<file path="src/rtl/dcache_ctrl.sv">
// rtl/dcache_ctrl.sv - direct-mapped write-back write-allocate data cache, 4-word lines
// Optional statistics counters are built only when DCACHE_STATS_EN is defined.
module dcache_ctrl #(
  parameter int SETS = 16
) (
  input  logic        clk,
  input  logic        rst,
  input  logic [31:0] cpu_addr,
  input  logic [31:0] cpu_wdata,
  input  logic        cpu_we,
  input  logic [6:0]  cpu_opcode,
  output logic [31:0] cpu_rdata,
  output logic        cache_resp_stall,
  output logic        mem_req,
  output logic        mem_we,
  output logic [31:0] mem_addr,
  output logic [31:0] mem_wdata,
  input  logic [31:0] mem_rdata,
  input  logic        mem_ack,
  output logic [31:0] hit_cnt,
  output logic [31:0] miss_cnt
);
  localparam int IDX_W = $clog2(SETS);
  localparam int TAG_W = 28 - IDX_W;
  localparam logic [6:0] OP_LOAD  = 7'b0000011;
  localparam logic [6:0] OP_STORE = 7'b0100011;

  typedef enum logic [1:0] {S_IDLE, S_WB, S_RF} state_e;

  state_e             state_q;
  logic [1:0]         cnt_q;
  logic [IDX_W-1:0]   midx_q;
  logic [TAG_W-1:0]   mtag_q;
  logic [31:0]        data_q [0:SETS-1][0:3];
  logic [TAG_W-1:0]   tag_q  [0:SETS-1];
  logic [SETS-1:0]    valid_q;
  logic [SETS-1:0]    dirty_q;

  logic               req;
  logic               hit;
  logic               store;
  logic [IDX_W-1:0]   idx;
  logic [TAG_W-1:0]   tag;
  logic [1:0]         wsel;
  logic               unused_addr_lsb;

  assign idx   = cpu_addr[3+IDX_W:4];
  assign tag   = cpu_addr[31:4+IDX_W];
  assign wsel  = cpu_addr[3:2];
  assign req   = (cpu_opcode == OP_LOAD) || (cpu_opcode == OP_STORE);
  assign hit   = req && valid_q[idx] && (tag_q[idx] == tag);
  assign store = req && cpu_we;
  assign unused_addr_lsb = ^cpu_addr[1:0];

  assign cpu_rdata        = data_q[idx][wsel];
  assign cache_resp_stall = !rst && ((state_q != S_IDLE) || (req && !hit));

  // Memory side depends only on registered state so mem_ack never feeds back combinationally.
  always_comb begin
    mem_req   = 1'b0;
    mem_we    = 1'b0;
    mem_addr  = 32'h0;
    mem_wdata = 32'h0;
    case (state_q)
      S_WB: begin
        mem_req   = 1'b1;
        mem_we    = 1'b1;
        mem_addr  = {tag_q[midx_q], midx_q, cnt_q, 2'b00};
        mem_wdata = data_q[midx_q][cnt_q];
      end
      S_RF: begin
        mem_req   = 1'b1;
        mem_addr  = {mtag_q, midx_q, cnt_q, 2'b00};
      end
      default: ;
    endcase
  end

  always_ff @(posedge clk) begin
    if (rst) begin
      state_q <= S_IDLE;
      cnt_q   <= 2'd0;
      midx_q  <= '0;
      mtag_q  <= '0;
      valid_q <= '0;
      dirty_q <= '0;
    end else begin
      case (state_q)
        S_IDLE: begin
          if (hit && store) begin
            data_q[idx][wsel] <= cpu_wdata;
            dirty_q[idx]      <= 1'b1;
          end else if (req && !hit) begin
            midx_q  <= idx;
            mtag_q  <= tag;
            cnt_q   <= 2'd0;
            state_q <= (valid_q[idx] && dirty_q[idx]) ? S_WB : S_RF;
          end
        end
        S_WB: begin
          if (mem_ack) begin
            cnt_q <= cnt_q + 2'd1;
            if (cnt_q == 2'd3) begin
              dirty_q[midx_q] <= 1'b0;
              state_q         <= S_RF;
            end
          end
        end
        S_RF: begin
          if (mem_ack) begin
            data_q[midx_q][cnt_q] <= mem_rdata;
            cnt_q <= cnt_q + 2'd1;
            if (cnt_q == 2'd3) begin
              tag_q[midx_q]   <= mtag_q;
              valid_q[midx_q] <= 1'b1;
              dirty_q[midx_q] <= 1'b0;
              state_q         <= S_IDLE;
            end
          end
        end
        default: state_q <= S_IDLE;
      endcase
    end
  end

`ifdef DCACHE_STATS_EN
  logic [31:0] hit_cnt_q;
  logic [31:0] miss_cnt_q;

  // The retry after a refill is an ordinary IDLE hit, so it is counted as one.
  always_ff @(posedge clk) begin
    if (rst) begin
      hit_cnt_q  <= 32'd0;
      miss_cnt_q <= 32'd0;
    end else if (state_q == S_IDLE) begin
      if (hit) hit_cnt_q <= hit_cnt_q + 32'd1;
      else if (req) miss_cnt_q <= miss_cnt_q + 32'd1;
    end
  end

  assign hit_cnt  = hit_cnt_q;
  assign miss_cnt = miss_cnt_q;
`else
  assign hit_cnt  = 32'd0;
  assign miss_cnt = 32'd0;
`endif

endmodule

</file>
<file path="config.mk">
export PLATFORM = sky130hd
export DESIGN_NAME = dcache_ctrl
export DESIGN_NICKNAME = d
export VERILOG_FILES = /design/src/rtl/dcache_ctrl.sv
export SDC_FILE = /design/constraint.sdc
export NUM_CORES = 2
export LEC_CHECK = 0
export ABC_CLOCK_PERIOD_IN_PS = 6200
export BUFFER_PORTS_ARGS = -buffer_cell sky130_fd_sc_hd__buf_2
export CORE_MARGIN = 2
export CORE_UTILIZATION = 55
export CTS_BUF_LIST = sky130_fd_sc_hd__clkbuf_4 sky130_fd_sc_hd__clkbuf_8
export CTS_CLUSTER_DIAMETER = 60
export DETAILED_ROUTE_END_ITERATION = 12
export PLACE_DENSITY = 0.74
export RECOVER_POWER = 50
export REMOVE_ABC_BUFFERS = 1
export SYNTH_ARGS = -nofsm -noshare
export SYNTH_HDL_FRONTEND = slang
export SYNTH_SLANG_ARGS = --single-unit
export TNS_END_PERCENT = 100
</file>
<file path="constraint.sdc">
create_clock -name clk -period 6.2 [get_ports clk]
set_clock_uncertainty 0.2 [all_clocks]
set_input_delay 1.24 -clock clk [delete_from_list [all_inputs] [get_ports clk]]
set_output_delay 1.24 -clock clk [all_outputs]
set_load 0.005 [all_outputs]
</file>
==> run_results.csv <==
group,metric,value,unit
synthesis,synth-seq-area-share,0.638,
drt,wirelength,334000,um
synthesis,number_of_flops_mapped_to_enable_cells_by_yosys,2432,
drt,post-route-drc-count,0,
worst_setup_path,cp_cell_sequence,"inv_1 > ha_1 > clkbuf_1 > nand2_1 > nor3_2 > buf_4 > buf_4 > a21oi_1 > nor2_4 > clkbuf_4",
layout,final_core_util,0.622,
timing,finalSetupViolations,3,
clocking,cts-hold-fix-buffers,0,
worst_setup_path,worst_ep_arrival_time,6720,ps
global_route,grt_max_degree,90,
drt,ant_nets,0,
hold_path,worst_hold_path.num_cells,2,
hold_path,hold_end,"mtag_q[18]$_SDFFE_PP0P_",
worst_setup_path,crit_required,6710,ps
clocking,cts_tree,"yes",
worst_setup_path,worstSetupStartpointType,"register",
layout,post_route_cells_drive_above_1_share,0.465,
timing,post-route-min-period,6210,ps
clocking,clock_tree.root_cell,"clkbuf_8",
global_route,antenna_violations_before_repair,11,
worst_setup_path,slowest_delay,1860,ps
clocking,worst_skew_late_latency,1140,ps
floorplan,io_pins,270,
clocking,clock_tree.htree_level_count,5,
worst_setup_path,critical_path.endpoint_type,"register",
timing,timing.final.max_slew_violations,173,
clocking,cts_setup_buffers,0,
timing,pin_slew_with_the_least_headroom_to_its_limit,2610,ps
synthesis,synth.avg_cell_area,21.9,um^2
clocking,maximum_root_to_sink_buffer_count,4,
layout,finish.net_count,5907,
floorplan,core.rowCount,169,
global_route,global_router_s_overall_resource_usage,0.312,
worst_setup_path,critical_path.slowest_cell,"clkbuf_1",
global_route,grt_pass1_vias,65882,
clocking,number_of_clock_sinks_seen_by_cts,2500,
hold_path,worst_hold_startpoint,"cpu_addr[26]",
worst_setup_path,setup.reg_to_reg.worst_slack,-10,ps
synthesis,synth.lib_cells_used.distinct,73,
timing,finalCritPeriodShare,1.00,
power,leakagePower,0.0403,uW
drt,routed-via-count,64412,
worst_setup_path,endpoint_of_the_most_critical_register_to_register_path,"data_q[14][39]$_DFFE_PP_",
drt,initialDrtViolationCount,9458,
floorplan,die_h,465,um
synthesis,netlist.area_leader.share,0.626,
synthesis,yosys.area.top_type,"edfxtp_1",
synthesis,ys_dominant_reg_cell,"edfxtp_1",
global_route,grt-ovfl-total,0,
worst_setup_path,cp_max_fo,26,
global_route,first_pass_grt_wire_length,475000,um
synthesis,syn_area,0.117,mm^2
synthesis,synth_commonest_cells,"2432 x edfxtp_1, 1533 x mux4_2, 281 x clkbuf_1",
timing,rsz0062_at_grt,"no",
hold_path,hold_path_class,"input port to register",
floorplan,dieArea,0.216,mm^2
floorplan,die_w,465,um
timing,worst_slew_margin_rel,-0.742,
placed_design,post-dp-hpwl,195000,um
drt,detail_route.first_pass.iterations,8,
job,cap_viol_max_count,9,
worst_setup_path,worst_r2r_path_depth,10,
timing,achievable-frequency,161,MHz
drt,detail_route.vias_per_cell,7.21,
outcome,failed_checks,"capacitance limit, slew limit, setup timing",
synthesis,syn_inst,5320,
power,irDropWorstVdd,244,uV
drt,detail_route.wl_per_cell,37.4,um
worst_setup_path,crit_reg_reg_startpoint,"state_q[0]$_SDFFE_PP0P_",
power,design_power_total,34900,uW
synthesis,synth_seq_cells,2500,
outcome,status,"finished with violations",
synthesis,synth.area.top_cells,"edfxtp_1 63%, mux4_2 30%, dfxtp_1 1.2%, clkbuf_1 0.90%, mux2_2 0.61%",
placed_design,gpl_wtd_cong,0.864,
power,power_per_cell_area,265,mW/mm^2
clocking,clkSlewWorstSetupHoldPaths,60,ps
timing,finalWorstSetupSlack,-13.1,ps
worst_setup_path,worstSetupPathType,"register to register",
layout,layout_stage_area_growth_over_the_synthesis_result,12.7,%
synthesis,yosysWarningCount,0,
placed_design,io_buffer_count,200,
floorplan,core_area,0.211,mm^2
worst_setup_path,worst_path_most_repeated_cell,"buf_4",
timing,hold_viol_final,0,
clocking,cts-resized-gates,0,
synthesis,synth_async_sr_flop_share,0,
clocking,tritoncts.num_buffers,416,
floorplan,effective_utilization_at_floorplan,0.552,
synthesis,post-synth-top-count-cell,"edfxtp_1",
## stage by stage
step           setup slack, ps  TNS [ps]  cells  instance area [um^2]  hold WS (ps)
6_report                 -13.1     -19.1   8929                132000           192
5_1_grt                   34.1         0   8929                132000           143
4_1_cts                    160         0   8928                132000          84.2
3_5_place_dp               218         0   8196                124000           236
3_3_place_gp               208         0   8196                124000           227
2_1_floorplan           -21800  -7108770   4890                115000           221
## final cells by class
type	count	area, um^2
diodes	1	2.50
clock buffers	578	7070
clock inverters	154	958
fillers	14291	80000
inverters	37	141
multi-input cells	2353	40700
flip-flops and latches	2500	74400
well taps	2821	3530
repair buffers	485	4700
## cell usage in the layout (no fill, tap or decap), types with 16 or more instances in the layout
cell type / instances
a22oi_1: 40
buf_4: 135
mux2_2: 63
buf_12: 127
a21o_1: 16
dfxtp_1: 63
a31o_1: 20
clkinv_1: 83
a21oi_1: 19
o21ai_0: 21
nor3_1: 30
clkbuf_8: 437
inv_1: 35
nor2b_1: 34
edfxtp_1: 2432
mux4_2: 1533
clkbuf_4: 142
buf_2: 194
clkinv_2: 48
nand2_1: 47
nor2_1: 49
a311oi_1: 28
mux2i_1: 67
a31o_2: 20
conb_1: 66
o22ai_1: 17
and2_1: 47
nor2_4: 70
## worst max-delay path by stage
stage | from | endpoint | slack [ps] | cells past startpoint
after global routing | state_q[0]$_SDFFE_PP0P_ | tag_q[4][11]$_DFFE_PP_ | 30 | 9
after global placement | cpu_addr[4] | data_q[7][65]$_DFFE_PP_ | 210 | 12
final | state_q[0]$_SDFFE_PP0P_ | data_q[14][39]$_DFFE_PP_ | -10 | 10
after CTS | register | mem_wdata[21] | 160 | 7
after detailed placement | cpu_addr[4] | data_q[7][70]$_DFFE_PP_ | 220 | 12
after floorplan | register | mem_wdata[0] | -21800 | 4
## power by group
group,internal [uW],total (uW),switching [uW]
Sequential,18600,18600,14.5
Combinational,795,1950,1160
Clock,7750,14300,6590
## critical path, delay by kind of cell (launching register included)
family	cells	cell delay, ps
AOI/OAI and AO/OA	1	430
adders and majority gates	1	160
buffers and inverters	5	3070
DFF	1	370
and+or+nand+nor	3	1520
## sequential cells by signal, summed over array words and instances, names as in the netlist, named ones only
signal	count
tag_q	384
valid_q	16
midx_q	4
data_q	2048
cnt_q	2
state_q	2
dirty_q	16
mtag_q	24
## routing by layer
layer | global-route usage | wire [um] | vias up
met5 | 0 | 42 | -
met4 | 0.139 | 16700 | 8
met3 | 0.0780 | 41400 | 889
met2 | 0.492 | 161000 | 4643
met1 | 0.418 | 115000 | 34334
li1 | - | - | 24538
## kinds of logic after synthesis
family,Yosys count,synth area share
fa+ha+maj,7,0.000751
compound gates,247,0.0161
flops,2500,0.638
mux,1666,0.308
simple gates,344,0.0145
xor+xnor,23,0.00173
other cells,1,0.0000321
buf+inv,532,0.0209
Power figures use the tool's default switching activity.
